File: src/rtl/csr_access_ctrl_pkg.sv
// Shared CSR definitions: op encodings, CSR address map and controller FSM states.
// Used by the access controller and by the CSR register file.
package csr_access_ctrl_pkg;

  localparam int unsigned CSR_ADDR_W = 14;
  localparam int unsigned CSR_DATA_W = 32;

  typedef enum logic [1:0] {
    CSR_OP_RD   = 2'd0,
    CSR_OP_WR   = 2'd1,
    CSR_OP_XCHG = 2'd2
  } csr_op_e;

  typedef enum logic [2:0] {
    ST_IDLE  = 3'd0,
    ST_WAIT  = 3'd1,
    ST_READ  = 3'd2,
    ST_WRITE = 3'd3,
    ST_DONE  = 3'd4
  } csr_state_e;

  localparam logic [CSR_ADDR_W-1:0] CSR_CRMD          = 14'h0000;
  localparam logic [CSR_ADDR_W-1:0] CSR_PRMD          = 14'h0001;
  localparam logic [CSR_ADDR_W-1:0] CSR_EUEN          = 14'h0002;
  localparam logic [CSR_ADDR_W-1:0] CSR_ECFG          = 14'h0004;
  localparam logic [CSR_ADDR_W-1:0] CSR_ESTAT         = 14'h0005;
  localparam logic [CSR_ADDR_W-1:0] CSR_ERA           = 14'h0006;
  localparam logic [CSR_ADDR_W-1:0] CSR_BADV          = 14'h0007;
  localparam logic [CSR_ADDR_W-1:0] CSR_EENTRY        = 14'h000C;
  localparam logic [CSR_ADDR_W-1:0] CSR_TLBIDX        = 14'h0010;
  localparam logic [CSR_ADDR_W-1:0] CSR_TLBEHI        = 14'h0011;
  localparam logic [CSR_ADDR_W-1:0] CSR_TLBELO0       = 14'h0012;
  localparam logic [CSR_ADDR_W-1:0] CSR_TLBELO1       = 14'h0013;
  localparam logic [CSR_ADDR_W-1:0] CSR_ASID          = 14'h0018;
  localparam logic [CSR_ADDR_W-1:0] CSR_PGDL          = 14'h0019;
  localparam logic [CSR_ADDR_W-1:0] CSR_PGDH          = 14'h001A;
  localparam logic [CSR_ADDR_W-1:0] CSR_PGD           = 14'h001B;
  localparam logic [CSR_ADDR_W-1:0] CSR_CPUID         = 14'h0020;
  localparam logic [CSR_ADDR_W-1:0] CSR_SAVE0         = 14'h0030;
  localparam logic [CSR_ADDR_W-1:0] CSR_SAVE1         = 14'h0031;
  localparam logic [CSR_ADDR_W-1:0] CSR_SAVE2         = 14'h0032;
  localparam logic [CSR_ADDR_W-1:0] CSR_SAVE3         = 14'h0033;
  localparam logic [CSR_ADDR_W-1:0] CSR_TID           = 14'h0040;
  localparam logic [CSR_ADDR_W-1:0] CSR_TCFG          = 14'h0041;
  localparam logic [CSR_ADDR_W-1:0] CSR_TVAL          = 14'h0042;
  localparam logic [CSR_ADDR_W-1:0] CSR_TICLR         = 14'h0044;
  localparam logic [CSR_ADDR_W-1:0] CSR_LLBCTL        = 14'h0060;
  localparam logic [CSR_ADDR_W-1:0] CSR_TLBRENTRY     = 14'h0088;
  localparam logic [CSR_ADDR_W-1:0] CSR_CTAG          = 14'h0098;
  localparam logic [CSR_ADDR_W-1:0] CSR_DMW0          = 14'h0180;
  localparam logic [CSR_ADDR_W-1:0] CSR_DMW1          = 14'h0181;
  localparam logic [CSR_ADDR_W-1:0] CSR_DISABLE_CACHE = 14'h0300;

  // Op code 3 is undefined and behaves as a plain read.
  function automatic logic csr_op_writes(input logic [1:0] op);
    return (op == CSR_OP_WR) || (op == CSR_OP_XCHG);
  endfunction

endpackage

File: src/rtl/csr_access_ctrl_wdata_merge.sv
// Combinational CSR write-data merge: wr replaces, xchg replaces only masked bits.
// Any other op passes the old value through unchanged.
module csr_wdata_merge
  import csr_access_ctrl_pkg::*;
(
  input  logic [1:0]            op_i,
  input  logic [CSR_DATA_W-1:0] old_data_i,
  input  logic [CSR_DATA_W-1:0] wdata_i,
  input  logic [CSR_DATA_W-1:0] mask_i,
  output logic [CSR_DATA_W-1:0] merged_o
);

  always_comb begin
    merged_o = old_data_i;
    unique case (op_i)
      CSR_OP_WR:   merged_o = wdata_i;
      CSR_OP_XCHG: merged_o = (old_data_i & ~mask_i) | (wdata_i & mask_i);
      default:     merged_o = old_data_i;
    endcase
  end

endmodule

File: src/rtl/csr_access_ctrl.sv
// Serialising CSR access controller: holds one csrrd/csrwr/csrxchg until it is at the
// ROB head, then does the read-modify-write and returns the old value to writeback.
module csr_access_ctrl
  import csr_access_ctrl_pkg::*;
#(
  parameter int unsigned ROB_IDX_W = 6,
  parameter int unsigned PREG_W    = 7
) (
  input  logic                  Clk,
  input  logic                  Rest,
  input  logic                  ReqValid,
  output logic                  ReqReady,
  input  logic [1:0]            ReqOp,
  input  logic [CSR_ADDR_W-1:0] ReqCsrAddr,
  input  logic [CSR_DATA_W-1:0] ReqWData,
  input  logic [CSR_DATA_W-1:0] ReqMask,
  input  logic [ROB_IDX_W-1:0]  ReqRobIdx,
  input  logic [PREG_W-1:0]     ReqPreg,
  input  logic                  RobHeadValid,
  input  logic [ROB_IDX_W-1:0]  RobHeadIdx,
  input  logic                  FlushValid,
  output logic [CSR_ADDR_W-1:0] CsrRAddr,
  input  logic [CSR_DATA_W-1:0] CsrRData,
  output logic                  CsrWAble,
  output logic [CSR_ADDR_W-1:0] CsrWAddr,
  output logic [CSR_DATA_W-1:0] CsrWData,
  output logic                  WbValid,
  output logic [PREG_W-1:0]     WbPreg,
  output logic [CSR_DATA_W-1:0] WbData,
  output logic                  DoneValid,
  output logic [ROB_IDX_W-1:0]  DoneRobIdx,
  output logic                  Refetch
);

  csr_state_e            state_q;
  logic [1:0]            op_q;
  logic [CSR_ADDR_W-1:0] addr_q;
  logic [CSR_DATA_W-1:0] wdata_q;
  logic [CSR_DATA_W-1:0] mask_q;
  logic [CSR_DATA_W-1:0] old_q;
  logic [ROB_IDX_W-1:0]  rob_q;
  logic [PREG_W-1:0]     preg_q;

  logic [CSR_ADDR_W-1:0] raddr_q;
  logic                  we_q;
  logic [CSR_ADDR_W-1:0] waddr_q;
  logic [CSR_DATA_W-1:0] csr_wdata_q;
  logic                  wb_valid_q;
  logic [PREG_W-1:0]     wb_preg_q;
  logic [CSR_DATA_W-1:0] wb_data_q;
  logic                  done_valid_q;
  logic [ROB_IDX_W-1:0]  done_rob_q;
  logic                  refetch_q;

  logic [CSR_DATA_W-1:0] merged_d;
  logic                  head_match;

  // The only input-to-output path: flush and reset block the accept immediately.
  assign ReqReady   = (state_q == ST_IDLE) && !FlushValid && Rest;
  assign head_match = RobHeadValid && (RobHeadIdx == rob_q);

  // Merge from the live read data so the merged value is ready at the READ->WRITE edge.
  csr_wdata_merge u_merge (
    .op_i       (op_q),
    .old_data_i (CsrRData),
    .wdata_i    (wdata_q),
    .mask_i     (mask_q),
    .merged_o   (merged_d)
  );

  always_ff @(posedge Clk) begin
    if (!Rest) begin
      state_q      <= ST_IDLE;
      op_q         <= '0;
      addr_q       <= '0;
      wdata_q      <= '0;
      mask_q       <= '0;
      old_q        <= '0;
      rob_q        <= '0;
      preg_q       <= '0;
      raddr_q      <= '0;
      we_q         <= 1'b0;
      waddr_q      <= '0;
      csr_wdata_q  <= '0;
      wb_valid_q   <= 1'b0;
      wb_preg_q    <= '0;
      wb_data_q    <= '0;
      done_valid_q <= 1'b0;
      done_rob_q   <= '0;
      refetch_q    <= 1'b0;
    end else begin
      // Outputs are registered one-state-ahead; each defaults to its idle value.
      raddr_q      <= '0;
      we_q         <= 1'b0;
      waddr_q      <= '0;
      csr_wdata_q  <= '0;
      wb_valid_q   <= 1'b0;
      wb_preg_q    <= '0;
      wb_data_q    <= '0;
      done_valid_q <= 1'b0;
      done_rob_q   <= '0;
      refetch_q    <= 1'b0;

      unique case (state_q)
        ST_IDLE: begin
          if (ReqValid && ReqReady) begin
            op_q    <= ReqOp;
            addr_q  <= ReqCsrAddr;
            wdata_q <= ReqWData;
            mask_q  <= ReqMask;
            rob_q   <= ReqRobIdx;
            preg_q  <= ReqPreg;
            state_q <= ST_WAIT;
          end
        end

        ST_WAIT: begin
          if (FlushValid) begin
            state_q <= ST_IDLE;
          end else if (head_match) begin
            raddr_q <= addr_q;
            state_q <= ST_READ;
          end
        end

        ST_READ: begin
          if (FlushValid) begin
            state_q <= ST_IDLE;
          end else begin
            old_q <= CsrRData;
            if (csr_op_writes(op_q)) begin
              we_q        <= 1'b1;
              waddr_q     <= addr_q;
              csr_wdata_q <= merged_d;
              state_q     <= ST_WRITE;
            end else begin
              wb_valid_q   <= 1'b1;
              wb_preg_q    <= preg_q;
              wb_data_q    <= CsrRData;
              done_valid_q <= 1'b1;
              done_rob_q   <= rob_q;
              state_q      <= ST_DONE;
            end
          end
        end

        // Flush is ignored from here on: the op is at the head and committing.
        ST_WRITE: begin
          wb_valid_q   <= 1'b1;
          wb_preg_q    <= preg_q;
          wb_data_q    <= old_q;
          done_valid_q <= 1'b1;
          done_rob_q   <= rob_q;
          refetch_q    <= csr_op_writes(op_q);
          state_q      <= ST_DONE;
        end

        ST_DONE: begin
          state_q <= ST_IDLE;
        end

        default: begin
          state_q <= ST_IDLE;
        end
      endcase
    end
  end

  assign CsrRAddr   = raddr_q;
  assign CsrWAble   = we_q;
  assign CsrWAddr   = waddr_q;
  assign CsrWData   = csr_wdata_q;
  assign WbValid    = wb_valid_q;
  assign WbPreg     = wb_preg_q;
  assign WbData     = wb_data_q;
  assign DoneValid  = done_valid_q;
  assign DoneRobIdx = done_rob_q;
  assign Refetch    = refetch_q;

endmodule

File: config.mk
export PLATFORM = sky130hd
export DESIGN_NAME = csr_access_ctrl
export DESIGN_NICKNAME = d
export VERILOG_FILES = /design/src/rtl/csr_access_ctrl_pkg.sv /design/src/rtl/csr_access_ctrl_wdata_merge.sv /design/src/rtl/csr_access_ctrl.sv
export SDC_FILE = /design/constraint.sdc
export NUM_CORES = 1
export LEC_CHECK = 0
export BUFFER_PORTS_ARGS = -buffer_cell sky130_fd_sc_hd__buf_2
export CELL_PAD_IN_SITES_DETAIL_PLACEMENT = 1
export CELL_PAD_IN_SITES_GLOBAL_PLACEMENT = 1
export CORE_MARGIN = 3
export CORE_UTILIZATION = 34
export DETAILED_ROUTE_END_ITERATION = 8
export HOLD_SLACK_MARGIN = 0.03
export PLACE_DENSITY_LB_ADDON = 0.25
export SYNTH_ARGS = -nofsm -noshare
export SYNTH_HDL_FRONTEND = slang
export SYNTH_SLANG_ARGS = --single-unit
File: constraint.sdc
create_clock -name Clk -period 1.6 [get_ports Clk]
set_input_delay 0.16 -clock Clk [delete_from_list [all_inputs] [get_ports Clk]]
set_output_delay 0.16 -clock Clk [all_outputs]
set_load 0.03 [all_outputs]
**Yosys cells after proc, flatten, opt, wreduce, memory -nomap -nowiden**

Index checks and enable logic that the tools add are counted.

- Bitwise logic cells: 10
- Equal/unequal tests: 8
- Multiplexer cells: 20
- Multipliers: 0
- Reductions and logical operators: 14
- Order comparisons: 0
- Div/mod/pow operators: 0
- Shifts and indexed selects: 0
- Add/subtract/negate cells: 0

Operator list:

| kind | count |
|---|---|
| 32-bit case mux with 2 select lines | 2 |
| 32-bit AND | 2 |
| 32-bit two-way mux | 2 |
| 32-bit inverter | 1 |
| 32-bit bitwise OR | 1 |
| 3-bit two-way mux | 5 |
| 7-bit two-way mux | 2 |
| 7-bit case mux with 2 select lines | 1 |
| 6-bit two-way mux | 2 |
| 3-bit case mux with 4 select lines | 1 |
| 6-bit case mux with 2 select lines | 1 |
| 2-bit AND reduction | 4 |
| 4-bit OR reduction | 2 |
| 3-bit by 2-bit == test with 1-bit output (second input constant) | 2 |
| 6-bit == test | 1 |
| 1-bit inverter | 6 |
| 1-bit logical AND | 4 |
| 3-bit by 1-bit == test with 1-bit output (second input constant) | 1 |
| 3-bit logical NOT | 1 |
| 1-bit two-way mux | 3 |
| 3-bit != test (second input constant) | 1 |
| 3-bit OR reduction | 1 |
| 2-bit by 1-bit == test with 1-bit output (second input constant) | 1 |
| 2-bit == test (second input constant) | 1 |
| other kinds (4) | 4 |

- Memory bits (read-only): 0
- Flip-flop bits (word level): 236
- Bits of input ports: 136
- Memories: 0
- Bits in latches: 0
- RAM bits: 0
- Word-level logic and storage cells: 69
- Output and inout bits: 110

**Longest topological paths before layout**

- Word-level depth: 6
- Mapped depth: 8
- Mapped depth without buffers: 6

**By module**

From an unflattened synthesis, not the netlist that was laid out.

- Cell total of the unflattened synthesis: 999
- Area total of the unflattened synthesis: 8912.3 um^2

By module, submodules not included:

| module | area each (um^2) | times used | cells an instance | sequential area each (um^2) |
|---|---|---|---|---|
| csr_access_ctrl | 7957.6 | 1 | 849 | 4724.5 |
| csr_wdata_merge | 954.7 | 1 | 150 | 0.0 |

**Least setup slack after synthesis**

Ideal clock, no wire load.

- Path type: reg-to-reg
- Start: register op_q[0]
- End: register waddr_q[10], in the netlist CsrWAddr[10]
- Cell stages (with the launch flop): 9
- Period minus slack after synthesis: 1.536 ns
- Data required time: 1.541 ns
- Library setup time: 0.059 ns
- Path buffers: 2
- Data arrival time: 1.478 ns
- Slack: 0.064 ns
- Cell sequence: dfxtp_1 -> inv_1 -> ha_1 -> nand2b_1 -> or2_1 -> buf_2 -> inv_2 -> buf_6 -> and2_1

- Longest elaborated chain between the ends: 4
- Elaborated cells between the ends (all ways): 5
- Classes of those cells: eq/ne (2); bitwise (1); reduce/logical (2)

RTL lines:

| what | RTL line | source |
|---|---|---|
| start: declaration | csr_access_ctrl.sv:36 | `logic [1:0] op_q;` |
| start signal: assignment | csr_access_ctrl.sv:107 | `op_q <= ReqOp;` |
| 2-bit by 1-bit == test with 1-bit output or 2-bit == test (tied branches) | csr_access_ctrl_pkg.sv:56 | `return (op == CSR_OP_WR) \|\| (op == CSR_OP_XCHG);` |
| 1-bit logical OR (*) | csr_access_ctrl_pkg.sv:56 |  |
| 1-bit inverter (no source line) (*) | - |  |
| 4-bit OR reduction (no source line) (*) | - |  |
| end signal: assignment | csr_access_ctrl.sv:133 | `waddr_q <= addr_q;` |
| end: declaration | csr_access_ctrl.sv:46 | `logic [CSR_ADDR_W-1:0] waddr_q;` |

Every way passes the cells marked *; elsewhere a longest branch is shown, timed or not.
A chain may end at the register's enable or synchronous reset.

**Worst setup path in the final report**

- Start: register state_q[0]
- End: output ReqReady

- Longest elaborated chain between the ends: 3

RTL lines:

| what | RTL line | source |
|---|---|---|
| start: declaration | csr_access_ctrl.sv:35 | `csr_state_e state_q;` |
| start signal: assignment | csr_access_ctrl.sv:73 | `state_q <= ST_IDLE;` |
| start signal: assignment | csr_access_ctrl.sv:113 | `state_q <= ST_WAIT;` |
| start signal: assignment | csr_access_ctrl.sv:119 | `state_q <= ST_IDLE;` |
| 3-bit logical NOT | csr_access_ctrl.sv:59 | `assign ReqReady = (state_q == ST_IDLE) && !FlushValid && Rest;` |
| 1-bit logical AND (2 in series) | csr_access_ctrl.sv:59 |  |
| end: declaration | csr_access_ctrl.sv:12 | `output logic ReqReady,` |

Every way passes these cells.

==> results.sh <==
export IMPL_postSynthAreaPerCell_um2=8.65
export IMPL_post_synthesis_instance_total=963
export IMPL_detailroute_via_count=8078
export IMPL_synth_most_common_cell="nand2_1"
export IMPL_worst_clock_skew_ns=0.00920
export IMPL_worst_skew_pair_late_latency_ns=0.52
export IMPL_row_count=56
export IMPL_cpMaxStageDelayCell="dfxtp_4"
export IMPL_core_footprint_mm2=0.0238
export IMPL_routabilityCongestion=0.763
export IMPL_drt_wl_total_mm=30.1
export IMPL_critPathLaunch="state_q[0]"
export IMPL_ioPinCount=246
export IMPL_finalCritPeriodShare_pct=96.2
export IMPL_grtUsageTotal_pct=21.6
export IMPL_tritoncts="built"
export IMPL_grt_first_pass_wirelength_mm=45.7
export IMPL_ctsHtreeMaxLevel=1
export IMPL_path_clk_slew_ns=0.06
export IMPL_synth_async_reset_ratio_pct=0
export IMPL_dominantRegCellSynth="dfxtp_1"
export IMPL_worst_setup_path_endpoint="ReqReady"
export IMPL_hold_class="in -> reg"
export IMPL_clockRootBuffer="clkbuf_16"
export IMPL_synth_compound_gate_area_share_pct=17.0
export IMPL_final_layout_size_suffix_gt1_share_pct=27.0
export IMPL_ys_top_cells_by_area="dfxtp_1 57%, nand2_1 12%, a21oi_1 8.1%"
export IMPL_netlist_area_mm2=0.00833
export IMPL_detailedRoute_firstIterationViolations=292
export IMPL_critical_path_top_delay_family="flip-flops"
export IMPL_dieHeight_um=162
export IMPL_clockBufferDepth=3
export IMPL_inserted_diodes=0
export IMPL_via_per_inst=4.86
export IMPL_worst_r2r_cell_count=7
export IMPL_pwr_density_cell_mw_per_mm2=1070
export IMPL_final_nets=1462
export IMPL_yosys_mux_area_fraction_pct=0
export IMPL_area_sequential_mm2=0.00473
export IMPL_synthXorXnorAreaFrac_pct=0.631
export IMPL_synth_enable_flop_cells=0
export IMPL_synth_cell_type_count=34
export IMPL_synth_largest_type_area_fraction_pct=56.7
export IMPL_crit_path_max_incr_delay_ns=0.37
export IMPL_warnings_from_yosys=0
export IMPL_first_pass_iters=4
export IMPL_grt_antenna_before_repair=0
export IMPL_numCtsBuffers=26
export IMPL_multi_input_area_mm2=0.00328
export IMPL_r2r_start="op_q[0]"
export IMPL_maxCapViolCount=0
export IMPL_routed_wire_length_per_instance_um=18.1
export IMPL_postRouteAntennaNets=0
export IMPL_post_place_ws_ns=-0.112
export IMPL_critical_path_depth=3
export IMPL_result_of_the_run="completed"
export IMPL_min_path_cells=3
export IMPL_worst_slew_pin_transition_ns=0.629
export IMPL_synth_top_area_cell="dfxtp_1"
export IMPL_cp_data_arrival_time_ns=1.38
export IMPL_layout_core_utilization_pct=52.0
export IMPL_syn2layout_area_growth_pct=48.2
export IMPL_route_detailed_drc=0
export IMPL_clkSinkCount=236
export IMPL_design_die_area_mm2=0.0264
export IMPL_maximum_number_of_pins_on_one_net_before_global_route_repair=126
export IMPL_critical_path_startpoint_type="flop"
export IMPL_floorplan_die_width_um=162
export IMPL_total_leakage_power_nw=5.22
export IMPL_post_synth_and_or_nand_nor_area_fraction_pct=19.8
export IMPL_worstPathCellList="nor2_4 -> and3_4 -> buf_6"
export IMPL_synth_adder_area_share_pct=0.301
export IMPL_regToRegSetupSlack_ns=0.10
export IMPL_ir_worst_vdd_uv=666
export IMPL_cell_area_placed_mm2=0.00995
export IMPL_yosysSeqAreaShare_pct=56.7
export IMPL_postLayoutCellArea_mm2=0.0123
export IMPL_ys_seq_elements=236
export IMPL_grt_pass1_vias=8725
export IMPL_detailedPlacementHpwl_mm=17.0
export IMPL_grt_overflow_total=0
export IMPL_worstSetupPathType="reg -> out"
export IMPL_setup_worst_path_end_class="output port"
export IMPL_start_util_pct=35.1
export IMPL_min_period_ns=1.54
export IMPL_number_of_max_slew_violations_in_the_final_report=0
export IMPL_worstPathBufferInverterCount=1
export IMPL_r2r_end="WbData[7]"
export IMPL_relSlewSlack_pct=58.1
export IMPL_timing_fmax_mhz=650
export IMPL_most_instantiated_cells_after_synthesis="258 x nand2_1, 236 x dfxtp_1, 134 x a21oi_1"
export IMPL_postLayoutSetupSlackWorst_ns=0.0605
export IMPL_critPathMaxFanout=6
export IMPL_syn_nets=1101
export IMPL_filler_cell_count_in_the_final_layout=2776
export IMPL_final_setup_viol_count=0
export IMPL_required_ns=1.44
export IMPL_portbufs=245
export IMPL_final_hold_viol_count=0
export IMPL_combinational_family_with_the_most_area_after_synthesis="simple AND/OR/NAND/NOR gates"
## stage by stage
step,instances,hold WS [ns],setup TNS [ns],power (W)
after floorplan,963,0.289,0,0.00641
after global placement,1484,0.404,-1.46,0.00673
after detailed placement,1484,0.409,-1.62,0.00674
after CTS,1656,0.0335,0,0.0133
after global routing,1661,0.0320,-0.00311,0.0137
final,1661,0.0602,0,0.0132
## power breakdown
group	internal, W	switching [W]
clock	0.00397	0.00236
combinational	0.000472	0.000431
sequential	0.00595	0.0000527
## registers in the layout (all words and copies together) (netlist names), 7 cells and up
signal and count:
CsrRAddr 14, CsrWAddr 14, CsrWData 32, WbData 32, WbPreg 7, addr_q 14, mask_q 32, old_q 32
preg_q 7, wdata_q 32
## layout make-up
cell class,count,area share [%]
clock buffer,35,6.20
clock inverter,11,1.26
inverter,31,0.983
multi-input combinational,627,26.6
sequential,236,38.3
tap,319,3.23
timing repair buffer,402,23.4
## worst min-delay path by stage
stage | start | endpoint | slack (ns)
6_report | Rest | state_q[1] | 0.06
2_1_floorplan | Rest | state_q[0] | 0.29
3_5_place_dp | ReqWData[29] | wdata_q[29] | 0.41
4_1_cts | FlushValid | state_q[0] | 0.03
5_1_grt | Rest | state_q[1] | 0.03
3_3_place_gp | ReqOp[0] | op_q[0] | 0.40
## worst min-delay path: stages
cell	delay [ns]
buf_2	0.11
nor2b_1	0.15
o221a_2	0.12
## logic make-up after synthesis
logic type,after synthesis
AOI/OAI and AO/OA,229
xor gates and xnor gates,6
adders and majority gates,2
buffers and inverters,100
DFF,236
and+or+nand+nor,390
## per-layer routing
metal	up-vias	wire length, µm	track usage, %
met1	3927	12500	25.5
met3	66	1140	3.46
li1	3878	-	-
met2	207	15600	39.9
met4	0	864	6.82
met5	-	0	0
## placed cells by master, fill, tap and decap left out, types with 2 or more instances in the layout
master | Yosys | routed
a22oi_2 | 0 | 18
inv_4 | 0 | 2
buf_2 | 20 | 244
buf_12 | 0 | 9
nor2b_1 | 4 | 3
buf_4 | 13 | 17
dlygate4sd3_1 | 0 | 125
dfxtp_2 | 0 | 3
a21o_1 | 32 | 32
dfxtp_1 | 236 | 232
xnor2_1 | 6 | 6
nand2_1 | 258 | 257
and2_1 | 43 | 41
clkbuf_1 | 27 | 2
clkinv_2 | 0 | 7
a22oi_1 | 32 | 14
clkbuf_8 | 0 | 6
nor2_1 | 72 | 70
bufinv_16 | 0 | 4
buf_6 | 1 | 4
nor2_4 | 0 | 3
a32oi_1 | 26 | 26
ha_2 | 0 | 2
inv_1 | 29 | 29
o21ai_0 | 2 | 2
clkbuf_16 | 0 | 29
nand4_1 | 2 | 2
a21oi_1 | 134 | 134
## what timing repair did
item / CTS / global route
setup endpoints to repair: 30 / 148
hold endpoints to repair: 184 / 0
hold buffers: 125 / 0
resized for setup: 8 / 32
gates cloned: 0 / 3
setup buffers: 1 / 2
pin swaps: 1 / 2
No activity file was read; power rests on OpenSTA's default activity.
